==> config.mk <==
export PLATFORM = sky130hd
export DESIGN_NAME = miriscv_bus_decoder
export DESIGN_NICKNAME = d
export VERILOG_FILES = /design/src/rtl/miriscv_bus_pkg.sv /design/src/rtl/miriscv_bus_addr_match.sv /design/src/rtl/miriscv_bus_decoder.sv
export SDC_FILE = /design/constraint.sdc
export NUM_CORES = 1
export LEC_CHECK = 0
export BUFFER_PORTS_ARGS = -buffer_cell sky130_fd_sc_hd__buf_2
export CORE_ASPECT_RATIO = 1.5
export CORE_MARGIN = 3
export CORE_UTILIZATION = 40
export CTS_CLUSTER_DIAMETER = 150
export DETAILED_ROUTE_END_ITERATION = 10
export PLACE_DENSITY = 0.83
export SLEW_MARGIN = 30
export SYNTH_ARGS = -nofsm -noshare
export SYNTH_HDL_FRONTEND = slang
export SYNTH_SLANG_ARGS = --single-unit
==> constraint.sdc <==
create_clock -name clk -period 2.11 [get_ports clk]
set_input_delay 0.211 -clock clk [delete_from_list [all_inputs] [get_ports clk]]
set_output_delay 0.211 -clock clk [all_outputs]
set_load 0.005 [all_outputs]
==> src/rtl/miriscv_bus_pkg.sv <==
// Shared types and default address map for the miriscv data-bus decoder.
package miriscv_bus_pkg;

  localparam int unsigned BUS_AW    = 32;
  localparam int unsigned BUS_DW    = 32;
  localparam int unsigned BUS_BEW   = 4;
  localparam int unsigned DEV_INT_W = 32;

  typedef enum logic [1:0] {IDLE, ACCESS, WAIT, ERR} bus_state_e;

  typedef struct packed {
    logic               we;
    logic [BUS_BEW-1:0] be;
    logic [BUS_AW-1:0]  addr;
    logic [BUS_DW-1:0]  wdata;
  } bus_req_t;

  localparam logic [BUS_DW-1:0] ERR_RDATA = 32'h0000_0000;

  localparam logic [BUS_AW-1:0] RAM_BASE = 32'h0000_0000;
  localparam logic [BUS_AW-1:0] RAM_MASK = 32'hFFFF_FF80;
  localparam logic [BUS_AW-1:0] KB_BASE  = 32'h0000_0080;
  localparam logic [BUS_AW-1:0] KB_MASK  = 32'hFFFF_FFFC;
  localparam logic [BUS_AW-1:0] FL_BASE  = 32'h0000_00C0;
  localparam logic [BUS_AW-1:0] FL_MASK  = 32'hFFFF_FFC0;

endpackage

==> src/rtl/miriscv_bus_addr_match.sv <==
// Combinational base/mask window matcher; the lowest-index hit wins.
module miriscv_bus_addr_match
  import miriscv_bus_pkg::*;
#(
  parameter int unsigned             N_SLV    = 3,
  parameter int unsigned             SEL_W    = 2,
  parameter logic [N_SLV*BUS_AW-1:0] SLV_BASE = '0,
  parameter logic [N_SLV*BUS_AW-1:0] SLV_MASK = '0
) (
  input  logic [BUS_AW-1:0] addr_i,
  output logic [N_SLV-1:0]  hit_o,
  output logic [SEL_W-1:0]  sel_o,
  output logic              any_hit_o
);

  // Scan from the top so the lowest matching index is the last one written.
  always_comb begin
    hit_o     = '0;
    sel_o     = '0;
    any_hit_o = 1'b0;
    for (int k = int'(N_SLV) - 1; k >= 0; k--) begin
      if ((addr_i & SLV_MASK[BUS_AW*k +: BUS_AW]) == SLV_BASE[BUS_AW*k +: BUS_AW]) begin
        hit_o     = '0;
        hit_o[k]  = 1'b1;
        sel_o     = SEL_W'(k);
        any_hit_o = 1'b1;
      end
    end
  end

endmodule

==> src/rtl/miriscv_bus_decoder.sv <==
// LSU-to-slave data-bus decoder: one outstanding access, error on unmapped address, latched IRQs.
// Optional WAIT timeout is enabled by defining BUS_DECODER_TIMEOUT_EN.
module miriscv_bus_decoder
  import miriscv_bus_pkg::*;
#(
  parameter int unsigned             N_SLV       = 3,
  parameter logic [N_SLV*BUS_AW-1:0] SLV_BASE    = {FL_BASE, KB_BASE, RAM_BASE},
  parameter logic [N_SLV*BUS_AW-1:0] SLV_MASK    = {FL_MASK, KB_MASK, RAM_MASK},
  parameter int unsigned             IRQ_LSB     = 1,
  parameter int unsigned             TIMEOUT_CYC = 255
) (
  input  logic                    clk,
  input  logic                    rst_n,
  input  logic                    core_req_i,
  input  logic                    core_we_i,
  input  logic [BUS_BEW-1:0]      core_be_i,
  input  logic [BUS_AW-1:0]       core_addr_i,
  input  logic [BUS_DW-1:0]       core_wdata_i,
  output logic                    core_gnt_o,
  output logic                    core_rvalid_o,
  output logic [BUS_DW-1:0]       core_rdata_o,
  output logic                    core_err_o,
  output logic [N_SLV-1:0]        slv_req_o,
  output logic                    slv_we_o,
  output logic [BUS_BEW-1:0]      slv_be_o,
  output logic [BUS_DW-1:0]       slv_wdata_o,
  output logic [BUS_AW-1:0]       slv_addr_o,
  input  logic [N_SLV-1:0]        slv_rvalid_i,
  input  logic [N_SLV*BUS_DW-1:0] slv_rdata_i,
  input  logic [N_SLV-1:0]        slv_irq_i,
  input  logic [N_SLV-1:0]        irq_clr_i,
  output logic [DEV_INT_W-1:0]    dev_int_o
);

  localparam int unsigned SEL_W = (N_SLV > 1) ? $clog2(N_SLV) : 1;

  bus_state_e          state_q;
  bus_req_t            req_q;
  logic [SEL_W-1:0]    sel_q;
  logic [N_SLV-1:0]    slv_req_q;
  logic                rvalid_q;
  logic                err_q;
  logic [BUS_DW-1:0]   rdata_q;
  logic [N_SLV-1:0]    pending_q;

  logic [N_SLV-1:0]    hit;
  logic [SEL_W-1:0]    hit_sel;
  logic                any_hit;
  logic [BUS_AW-1:0]   base_sel;
  logic                sel_rvalid;
  logic [BUS_DW-1:0]   sel_rdata;
  logic                to_hit;

  miriscv_bus_addr_match #(
    .N_SLV    (N_SLV),
    .SEL_W    (SEL_W),
    .SLV_BASE (SLV_BASE),
    .SLV_MASK (SLV_MASK)
  ) u_addr_match (
    .addr_i    (core_addr_i),
    .hit_o     (hit),
    .sel_o     (hit_sel),
    .any_hit_o (any_hit)
  );

  assign base_sel   = SLV_BASE[BUS_AW*hit_sel +: BUS_AW];
  assign sel_rvalid = slv_rvalid_i[sel_q];
  assign sel_rdata  = slv_rdata_i[BUS_DW*sel_q +: BUS_DW];

`ifdef BUS_DECODER_TIMEOUT_EN
  localparam int unsigned TO_W = ($clog2(TIMEOUT_CYC + 1) > 8) ? $clog2(TIMEOUT_CYC + 1) : 8;
  logic [TO_W-1:0] to_cnt_q;

  // Counts consecutive WAIT cycles; cleared whenever the FSM is elsewhere.
  always_ff @(posedge clk or negedge rst_n) begin
    if (!rst_n) begin
      to_cnt_q <= '0;
    end else if (state_q == WAIT) begin
      to_cnt_q <= to_cnt_q + TO_W'(1);
    end else begin
      to_cnt_q <= '0;
    end
  end

  assign to_hit = (state_q == WAIT) && (to_cnt_q == TO_W'(TIMEOUT_CYC - 1));
`else
  logic unused_timeout;
  assign unused_timeout = ^TIMEOUT_CYC;
  assign to_hit         = 1'b0;
`endif

  assign core_gnt_o    = core_req_i && (state_q == IDLE);
  assign core_rvalid_o = rvalid_q;
  assign core_err_o    = err_q;
  assign core_rdata_o  = rdata_q;
  assign slv_req_o     = slv_req_q;
  assign slv_we_o      = req_q.we;
  assign slv_be_o      = req_q.be;
  assign slv_wdata_o   = req_q.wdata;
  assign slv_addr_o    = req_q.addr;
  assign dev_int_o     = DEV_INT_W'(pending_q) << IRQ_LSB;

  // Transaction FSM with registered request and response outputs.
  always_ff @(posedge clk or negedge rst_n) begin
    if (!rst_n) begin
      state_q   <= IDLE;
      req_q     <= '0;
      sel_q     <= '0;
      slv_req_q <= '0;
      rvalid_q  <= 1'b0;
      err_q     <= 1'b0;
      rdata_q   <= '0;
    end else begin
      slv_req_q <= '0;
      rvalid_q  <= 1'b0;
      err_q     <= 1'b0;
      case (state_q)
        IDLE: begin
          if (core_req_i) begin
            req_q.we    <= core_we_i;
            req_q.be    <= core_be_i;
            req_q.wdata <= core_wdata_i;
            req_q.addr  <= any_hit ? (core_addr_i - base_sel) : core_addr_i;
            sel_q       <= hit_sel;
            if (any_hit) begin
              slv_req_q <= hit;
              state_q   <= ACCESS;
            end else begin
              state_q   <= ERR;
            end
          end
        end
        ACCESS, WAIT: begin
          if (sel_rvalid) begin
            rvalid_q <= 1'b1;
            rdata_q  <= sel_rdata;
            state_q  <= IDLE;
          end else if (to_hit) begin
            rvalid_q <= 1'b1;
            err_q    <= 1'b1;
            rdata_q  <= ERR_RDATA;
            state_q  <= IDLE;
          end else begin
            state_q  <= WAIT;
          end
        end
        ERR: begin
          rvalid_q <= 1'b1;
          err_q    <= 1'b1;
          rdata_q  <= ERR_RDATA;
          state_q  <= IDLE;
        end
        default: state_q <= IDLE;
      endcase
    end
  end

  // Interrupt pending bits: a new request beats a same-cycle clear.
  always_ff @(posedge clk or negedge rst_n) begin
    if (!rst_n) begin
      pending_q <= '0;
    end else begin
      pending_q <= (pending_q & ~irq_clr_i) | slv_irq_i;
    end
  end

endmodule

Word level (Yosys, flattened, before mapping)
Index checks and enable logic that the tools add are counted.
{"block": "totals", "ff_bits": 113, "output_inout_bits": 139, "input_bits": 177, "elab_cells": 56}
{"block": "classes", "order_cmp": 1, "shifts": 2, "muxes": 24, "reduce_logical": 7, "n_addsub": 1, "n_eq_ne": 7, "n_bitwise": 3}
{"cell": "$shiftx 96x8->32", "count": 1}
{"cell": "$shiftx 96x8->32 const A", "count": 1}
{"cell": "$mux 32", "count": 2}
{"cell": "$pmux 32 s2", "count": 1}
{"cell": "$logic_not 32->1", "count": 1}
{"cell": "$sub 32x32->32", "count": 1}
{"cell": "$eq 30x6->1 const B", "count": 1}
{"cell": "$eq 26x2->1 const B", "count": 1}
{"cell": "$mux 3", "count": 6}
{"cell": "$mux 2", "count": 6}
{"cell": "$mux 1", "count": 6}
{"cell": "$pmux 2 s3", "count": 1}
{"cell": "$eq 2x2->1 const B", "count": 2}
{"cell": "$ne 2x2->1 const B", "count": 2}
{"cell": "$reduce_and 2->1", "count": 2}
{"cell": "$and 3x3->3", "count": 1}
{"cell": "$lt 2x3->1 const B", "count": 1}
{"cell": "$not 3->3", "count": 1}
{"cell": "$or 3x3->3", "count": 1}
{"cell": "$bmux 1 s2", "count": 1}
{"cell": "$eq 2x1->1 const B", "count": 1}
{"cell": "$logic_not 2->1", "count": 1}
{"cell": "$pmux 1 s2", "count": 1}
{"cell": "$reduce_bool 2->1", "count": 1}
{"cell": "2 further kinds", "count": 2}

Logic depth before layout (Yosys ltp)
{"block": "logic_depth", "ltp_word": 7, "depth_mapped": 14, "depth_no_buf": 12}

By module
From an unflattened synthesis, not the netlist that was laid out.
{"block": "hier_totals", "hier_cells": 629, "hier_area_um2": 5719.2}
{"module": "miriscv_bus_decoder", "area_each_um2": 5596.6, "seq_area_each_um2": 2827.7, "instances": 1, "cells_per_inst": 611}
{"module": "miriscv_bus_addr_match", "area_each_um2": 122.6, "seq_area_each_um2": 0.0, "instances": 1, "cells_per_inst": 18}

Worst setup path after synthesis
Ideal clock, no wire load.
{"block": "synth_path", "kind": "in2reg", "start": "input port core_addr_i[13]", "end": "register req_q (netlist bit slv_addr_o[16])", "arrival_time_ns": 2.696, "setup_slack_ns": -0.660, "setup_time_ns": 0.074, "cell_stages": 14, "required_ns": 2.036, "n_path_buf": 2, "path_cell_list": "or4_4 nor3_4 and4b_1 buf_6 nand3_1 inv_1 ha_1 inv_1 ha_1 o21a_1 nor2_1 nand4_4 buf_12 a21oi_4"}
{"block": "synth_between", "elab_chain_cells": 7, "elab_cells_between_ends": 12, "classes_between": "1 x add/sub; 2 x eq/ne; 1 x shift; 7 x mux; 1 x reduce/logical"}
{"item": "from (decl)", "line_no": "miriscv_bus_decoder.sv:17", "source": "input logic [BUS_AW-1:0] core_addr_i,"}
{"item": "$eq 26x2->1", "line_no": "miriscv_bus_addr_match.sv:22", "source": "if ((addr_i & SLV_MASK[BUS_AW*k +: BUS_AW]) == SLV_BASE[BUS_AW*k +: BUS_AW]) begin"}
{"item": "$mux 2 (3 in series)", "line_no": "miriscv_bus_addr_match.sv:22"}
{"item": "$shiftx 96x8->32", "line_no": "miriscv_bus_decoder.sv:66", "source": "assign base_sel = SLV_BASE[BUS_AW*hit_sel +: BUS_AW];"}
{"item": "$sub 32x32->32", "line_no": "miriscv_bus_decoder.sv:123", "source": "req_q.addr <= any_hit ? (core_addr_i - base_sel) : core_addr_i;"}
{"item": "$mux 32 (*)", "line_no": "miriscv_bus_decoder.sv:123"}
{"item": "to (decl)", "line_no": "miriscv_bus_decoder.sv:38", "source": "bus_req_t req_q;"}
Every way passes the cells marked *; elsewhere a longest branch is shown, timed or not.
A chain may end at the register's enable or synchronous reset.

Worst setup path after layout
{"block": "layout_path", "start": "input port core_addr_i[13]", "end": "register req_q (netlist bit slv_addr_o[29])"}
The elaborated chain is that of the path after synthesis.

==> impl_results.html <==
<table>
<tr><th>Metric</th><th>Value</th></tr>
<tr><th colspan="2">Outcome</th></tr>
<tr><td>Result of the run</td><td>finished with violations</td></tr>
<tr><td>Violated checks</td><td>negative setup slack</td></tr>
<tr><th colspan="2">STA</th></tr>
<tr><td>Clock tree skew after final layout</td><td>0.01218 ns</td></tr>
<tr><td>Actual slew at the worst max-slew pin</td><td>0.5575 ns</td></tr>
<tr><td>Period utilization</td><td>110.3%</td></tr>
<tr><td>Smallest setup slack after layout</td><td>-0.2169 ns</td></tr>
<tr><td>Endpoints failing hold</td><td>0</td></tr>
<tr><td>Count of final setup violators</td><td>25</td></tr>
<tr><td>Final count of pins violating max slew</td><td>0</td></tr>
<tr><td>Max Fclk</td><td>0.4298 GHz</td></tr>
<tr><td>Worst rel slew slack</td><td>62.83%</td></tr>
<tr><td>RSZ-0062 raised after global routing</td><td>true</td></tr>
<tr><td>Worst hold margin</td><td>roughly 0.019 ns</td></tr>
<tr><td>Minimum period implied by the final worst setup slack</td><td>about 2.3 ns</td></tr>
<tr><th colspan="2">Place</th></tr>
<tr><td>Port bufs</td><td>roughly 290</td></tr>
<tr><td>Final GP Congestion</td><td>between 0.8 and 0.9</td></tr>
<tr><td>Hpwl dp</td><td>12.45 mm</td></tr>
<tr><td>Count of placed standard cells including taps</td><td>~1,000</td></tr>
<tr><th colspan="2">Route</th></tr>
<tr><td>Residual DRC</td><td>0</td></tr>
<tr><td>Total wire length after detailed routing</td><td>17.30 mm</td></tr>
<tr><td>Via density per instance</td><td>roughly 4.9</td></tr>
<tr><td>Violation count after the first detailed-routing iteration</td><td>145</td></tr>
<tr><td>WL per Instance</td><td>~16 µm</td></tr>
<tr><td>Overall via count from detail_route</td><td>approximately 5,300</td></tr>
<tr><td>Number of optimization iterations in the first detailed-route pass</td><td>7</td></tr>
<tr><td>Detailed-routed wire length on met3</td><td>about 970 µm</td></tr>
<tr><td>Routed metal-1 wire length</td><td>about 6.4 mm</td></tr>
<tr><td>Remaining antenna violation count after routing</td><td>0</td></tr>
<tr><td>Highest metal used</td><td>met4</td></tr>
<tr><td>Met2 wire length</td><td>9.225 mm</td></tr>
<tr><th colspan="2">Worst setup path</th></tr>
<tr><td>Required time reported for the critical path endpoint</td><td>~2.4 ns</td></tr>
<tr><td>Startpoint class of the critical path</td><td>primary input</td></tr>
<tr><td>Maximum fanout along the worst path</td><td>18</td></tr>
<tr><td>Setup slack of the worst register-to-register path</td><td>approximately 0.45 ns</td></tr>
<tr><td>Type of the worst setup path</td><td>in2reg</td></tr>
<tr><td>Path depth of the worst reg2reg path</td><td>6</td></tr>
<tr><td>Worst reg2reg path endpoint</td><td>core_rdata_o[24]$_DFFE_PN0P_</td></tr>
<tr><td>Reg2Reg Launch Point</td><td>sel_q[1]$_DFFE_PN0P_</td></tr>
<tr><td>Sort of element at the end of the critical path</td><td>register</td></tr>
<tr><td>Crit path arrival time</td><td>2.65 ns</td></tr>
<tr><th colspan="2">Synth</th></tr>
<tr><td>Largest area contributor in the synthesized netlist</td><td>dfrtp_1</td></tr>
<tr><td>Area of the mapped netlist</td><td>around 5600 µm²</td></tr>
<tr><td>Netlist cell types</td><td>36</td></tr>
<tr><td>Post-synthesis async set-or-reset flop share</td><td>100.0%</td></tr>
<tr><td>Number of register bits inferred by synthesis</td><td>between 100 and 150</td></tr>
<tr><td>Most frequently used flop master after synthesis</td><td>dfrtp_1</td></tr>
<tr><td>Number of synthesized flops with an enable pin</td><td>0</td></tr>
<tr><td>Fraction of synthesized cell area taken by the top area cell type</td><td>between 50% and 60%</td></tr>
<tr><td>Average cell area after synthesis</td><td>around 9.7 µm²</td></tr>
<tr><td>Proportion of synthesized chip area in sequential cells</td><td>between 50% and 60%</td></tr>
<tr><td>Top cells by area in the synthesized netlist</td><td>dfrtp_1 (51%), nand2_1 (11%), mux2i_1 (6.1%)</td></tr>
<tr><td>Count of yosys warnings during synthesis</td><td>0</td></tr>
<tr><td>Synthesized instance count</td><td>around 580</td></tr>
<tr><th colspan="2">Clock network</th></tr>
<tr><td>TritonCTS Sinks</td><td>approximately 110</td></tr>
<tr><td>Number of buffers between clock root and the deepest sink</td><td>2</td></tr>
<tr><td>Clock Tree Root</td><td>clkbuf_16</td></tr>
<tr><td>CTS clk-pin slew, worst paths</td><td>~0.060 ns</td></tr>
<tr><td>CTS Buf Count</td><td>17</td></tr>
<tr><td>CTS H-Tree Depth</td><td>4</td></tr>
<tr><td>CTS tree</td><td>done</td></tr>
<tr><td>Clk Latency, worst-skew pair</td><td>about 0.4 ns</td></tr>
<tr><th colspan="2">Global routing</th></tr>
<tr><td>Global-route wire length before repair</td><td>25.96 mm</td></tr>
<tr><td>Vias in the first global route</td><td>between 5,000 and 6,000</td></tr>
<tr><td>Tot GR Track Use</td><td>between 20% and 30%</td></tr>
<tr><td>Pin count of the biggest net entering global routing</td><td>78</td></tr>
<tr><td>Overflow left after global routing</td><td>0</td></tr>
<tr><td>Antenna violations before repair</td><td>1</td></tr>
<tr><th colspan="2">Pwr</th></tr>
<tr><td>Proportion of power drawn by the clock network</td><td>a little over a quarter</td></tr>
<tr><td>Internal</td><td>around 6.4 mW</td></tr>
<tr><td>Switching power total</td><td>between 3 and 4 mW</td></tr>
<tr><td>LEAKAGE</td><td>4.233 nW</td></tr>
<tr><td>Combinational power share</td><td>between 30% and 40%</td></tr>
<tr><td>Worst vdd ir</td><td>0.6354 mV</td></tr>
<tr><td>Ratio of total power to cell area</td><td>about 1200 nW/µm²</td></tr>
<tr><td>Net switching share of the total power</td><td>35.84%</td></tr>
<tr><td>Part of the total power dissipated in sequential elements</td><td>a little over a third</td></tr>
<tr><th colspan="2">Floorplanning</th></tr>
<tr><td>Initial core utilization</td><td>just over 40%</td></tr>
<tr><td>Die outline area</td><td>about 15,000 µm²</td></tr>
<tr><td>Placeable core area</td><td>about 14,000 µm²</td></tr>
<tr><td>Die W</td><td>just over 100 µm</td></tr>
<tr><td>Io pins</td><td>between 300 and 400</td></tr>
<tr><td>Placement row count</td><td>52</td></tr>
<tr><td>Vertical die dimension</td><td>150.4 µm</td></tr>
<tr><th colspan="2">Cells and area</th></tr>
<tr><td>Count of placed standard cells in the final layout, fillers left out</td><td>between 1,000 and 1,500</td></tr>
<tr><td>Synthesis-to-finish area growth</td><td>47.88%</td></tr>
<tr><td>Fill cell total of the finished layout</td><td>approximately 1,200</td></tr>
<tr><td>Count of nets after finishing</td><td>~1,100</td></tr>
<tr><td>Footprint of the multi-input gates</td><td>between 2000 and 2500 µm²</td></tr>
<tr><td>Seq. cell area</td><td>2829 µm²</td></tr>
<tr><td>Fraction of layout cells with a size suffix above 1</td><td>~43%</td></tr>
<tr><th colspan="2">Worst hold path</th></tr>
<tr><td>Launch instance of the worst min-delay path</td><td>core_wdata_i[19]</td></tr>
<tr><td>Worst Hold Path Cells</td><td>3</td></tr>
<tr><td>Min-Delay Path Class</td><td>in2reg</td></tr>
<tr><td>End point of the worst hold path</td><td>slv_wdata_o[19]$_DFFE_PN0P_</td></tr>
<tr><th colspan="2">Run</th></tr>
<tr><td>Maximum Capacitance Violations</td><td>0</td></tr>
</table>
==> per-layer routing <==
| layer | vias to the layer above | track usage [%] |
|---|---|---|
| li1 | 2520 | - |
| met1 | 2497 | 24.09 |
| met2 | 229 | 39.29 |
| met3 | 46 | 4.729 |
| met4 | 0 | 10.83 |
| met5 | - | 0 |
==> Yosys cell counts (all sizes together) (2+ instances only) <==
cell type	instances
ha	6
dfrtp	113
nor2b	2
a21o	4
nor3	2
or4	2
inv	8
nor2	54
nand3	4
buf	40
a22o	33
a21oi	27
mux2i	34
nand2	169
nor4	4
clkbuf	24
o21ai	39
==> cell usage in the layout, fill, tap and decap left out, types with 4 or more instances in the layout <==
master | synthesis | final
buf_2 | 1 | 284
nand2_1 | 169 | 168
dfrtp_1 | 113 | 112
nor2_1 | 54 | 52
o21ai_0 | 38 | 38
mux2i_1 | 34 | 34
dlygate4sd3_1 | 0 | 34
a22o_1 | 33 | 33
conb_1 | 1 | 29
buf_4 | 29 | 27
a21oi_4 | 20 | 20
clkbuf_16 | 0 | 17
inv_1 | 8 | 6
inv_6 | 0 | 6
buf_12 | 2 | 5
a21oi_1 | 7 | 4
clkinv_4 | 0 | 4
==> registers in the layout (all words and copies together), names as in the netlist <==
name	flops
core_rdata_o	32
slv_addr_o	32
slv_wdata_o	32
slv_be_o	4
pending_q	3
slv_req_o	3
sel_q	2
state_q	2
core_err_o	1
core_rvalid_o	1
slv_we_o	1
==> power by group through the flow <==
stage	sequential, mW	combinational, mW	clock (mW)
6_report	3.55	3.75	2.74
5_1_grt	3.65	4.14	2.94
4_1_cts	3.54	3.78	2.83
3_5_place_dp	3.56	3.69	0
3_3_place_gp	3.53	3.59	0
2_1_floorplan	3.61	1.92	0
==> metrics by stage <==
stage / area (µm²) / worst slack (ns) / setup TNS [ns] / total power [mW] / utilization [%]
finish: 8223 / -0.2169 / -4.406 / 10.04 / 60.76
detailed placement: 7214 / -0.7598 / -18.57 / 7.243 / 53.31
floorplan: 5690 / -0.5542 / -13.12 / 5.538 / -
global route: 8223 / -0.3047 / -6.434 / 10.73 / 60.76
CTS: 8197 / -0.1776 / -3.437 / 10.14 / 60.57
global placement: 7214 / -0.6655 / -16.32 / 7.113 / 53.31
==> logic make-up (layout without fill, tap and decap cells) <==
kind of cell / after synthesis / in the layout / synth area share (%)
simple gates: 243 / 243 / 17.93
flops: 113 / 113 / 50.86
compound gates: 105 / 105 / 16.04
buf+inv: 73 / 393 / 7.628
mux: 34 / 34 / 6.121
fa+ha+maj: 6 / 6 / 1.350
other cells: 1 / 30 / 0.06744
==> cell type report <==
cell class	count	share of cell area (%)
Clock inverter	15	1.811
Tap cell	162	2.465
Timing Repair Buffer	352	25.38
Multi-Input combinational cell	417	30.33
Antenna cell	1	0.03043
Sequential cell	113	34.40
Inverter	9	0.4108
Clock buffer	17	5.173
==> how the worst max path moves through the flow <==
stage / start / endpoint / slack [ns] / depth (start not counted)
finish: core_addr_i[13] / slv_addr_o[29]$_DFFE_PN0P_ / -0.22 / 13
detailed placement: core_addr_i[13] / slv_addr_o[29]$_DFFE_PN0P_ / -0.76 / 12
CTS: core_addr_i[13] / slv_addr_o[29]$_DFFE_PN0P_ / -0.18 / 13
global placement: core_addr_i[13] / slv_addr_o[29]$_DFFE_PN0P_ / -0.67 / 12
floorplan: core_addr_i[13] / slv_addr_o[16]$_DFFE_PN0P_ / -0.55 / 12
global route: core_addr_i[12] / slv_addr_o[29]$_DFFE_PN0P_ / -0.30 / 13
==> critical path, stage by stage <==
cell	delay, ns
buf_6	0.09
or4_4	0.54
nor3_4	0.14
and4b_2	0.30
nand3_2	0.12
ha_4	0.19
inv_2	0.05
ha_4	0.19
o21a_1	0.20
nor2_2	0.12
nand4_4	0.14
buf_12	0.22
a21oi_4	0.13
==> what timing repair did <==
action / in CTS / in global routing
hold buffers: 33 / 1
setup endpoints to repair: 25 / 25
hold endpoints to repair: 68 / 1
resized for setup: 9 / 1
setup buffers: 4 / 1
pin swaps: 4 / 0
Note: power is estimated with default switching activity, not from simulation.
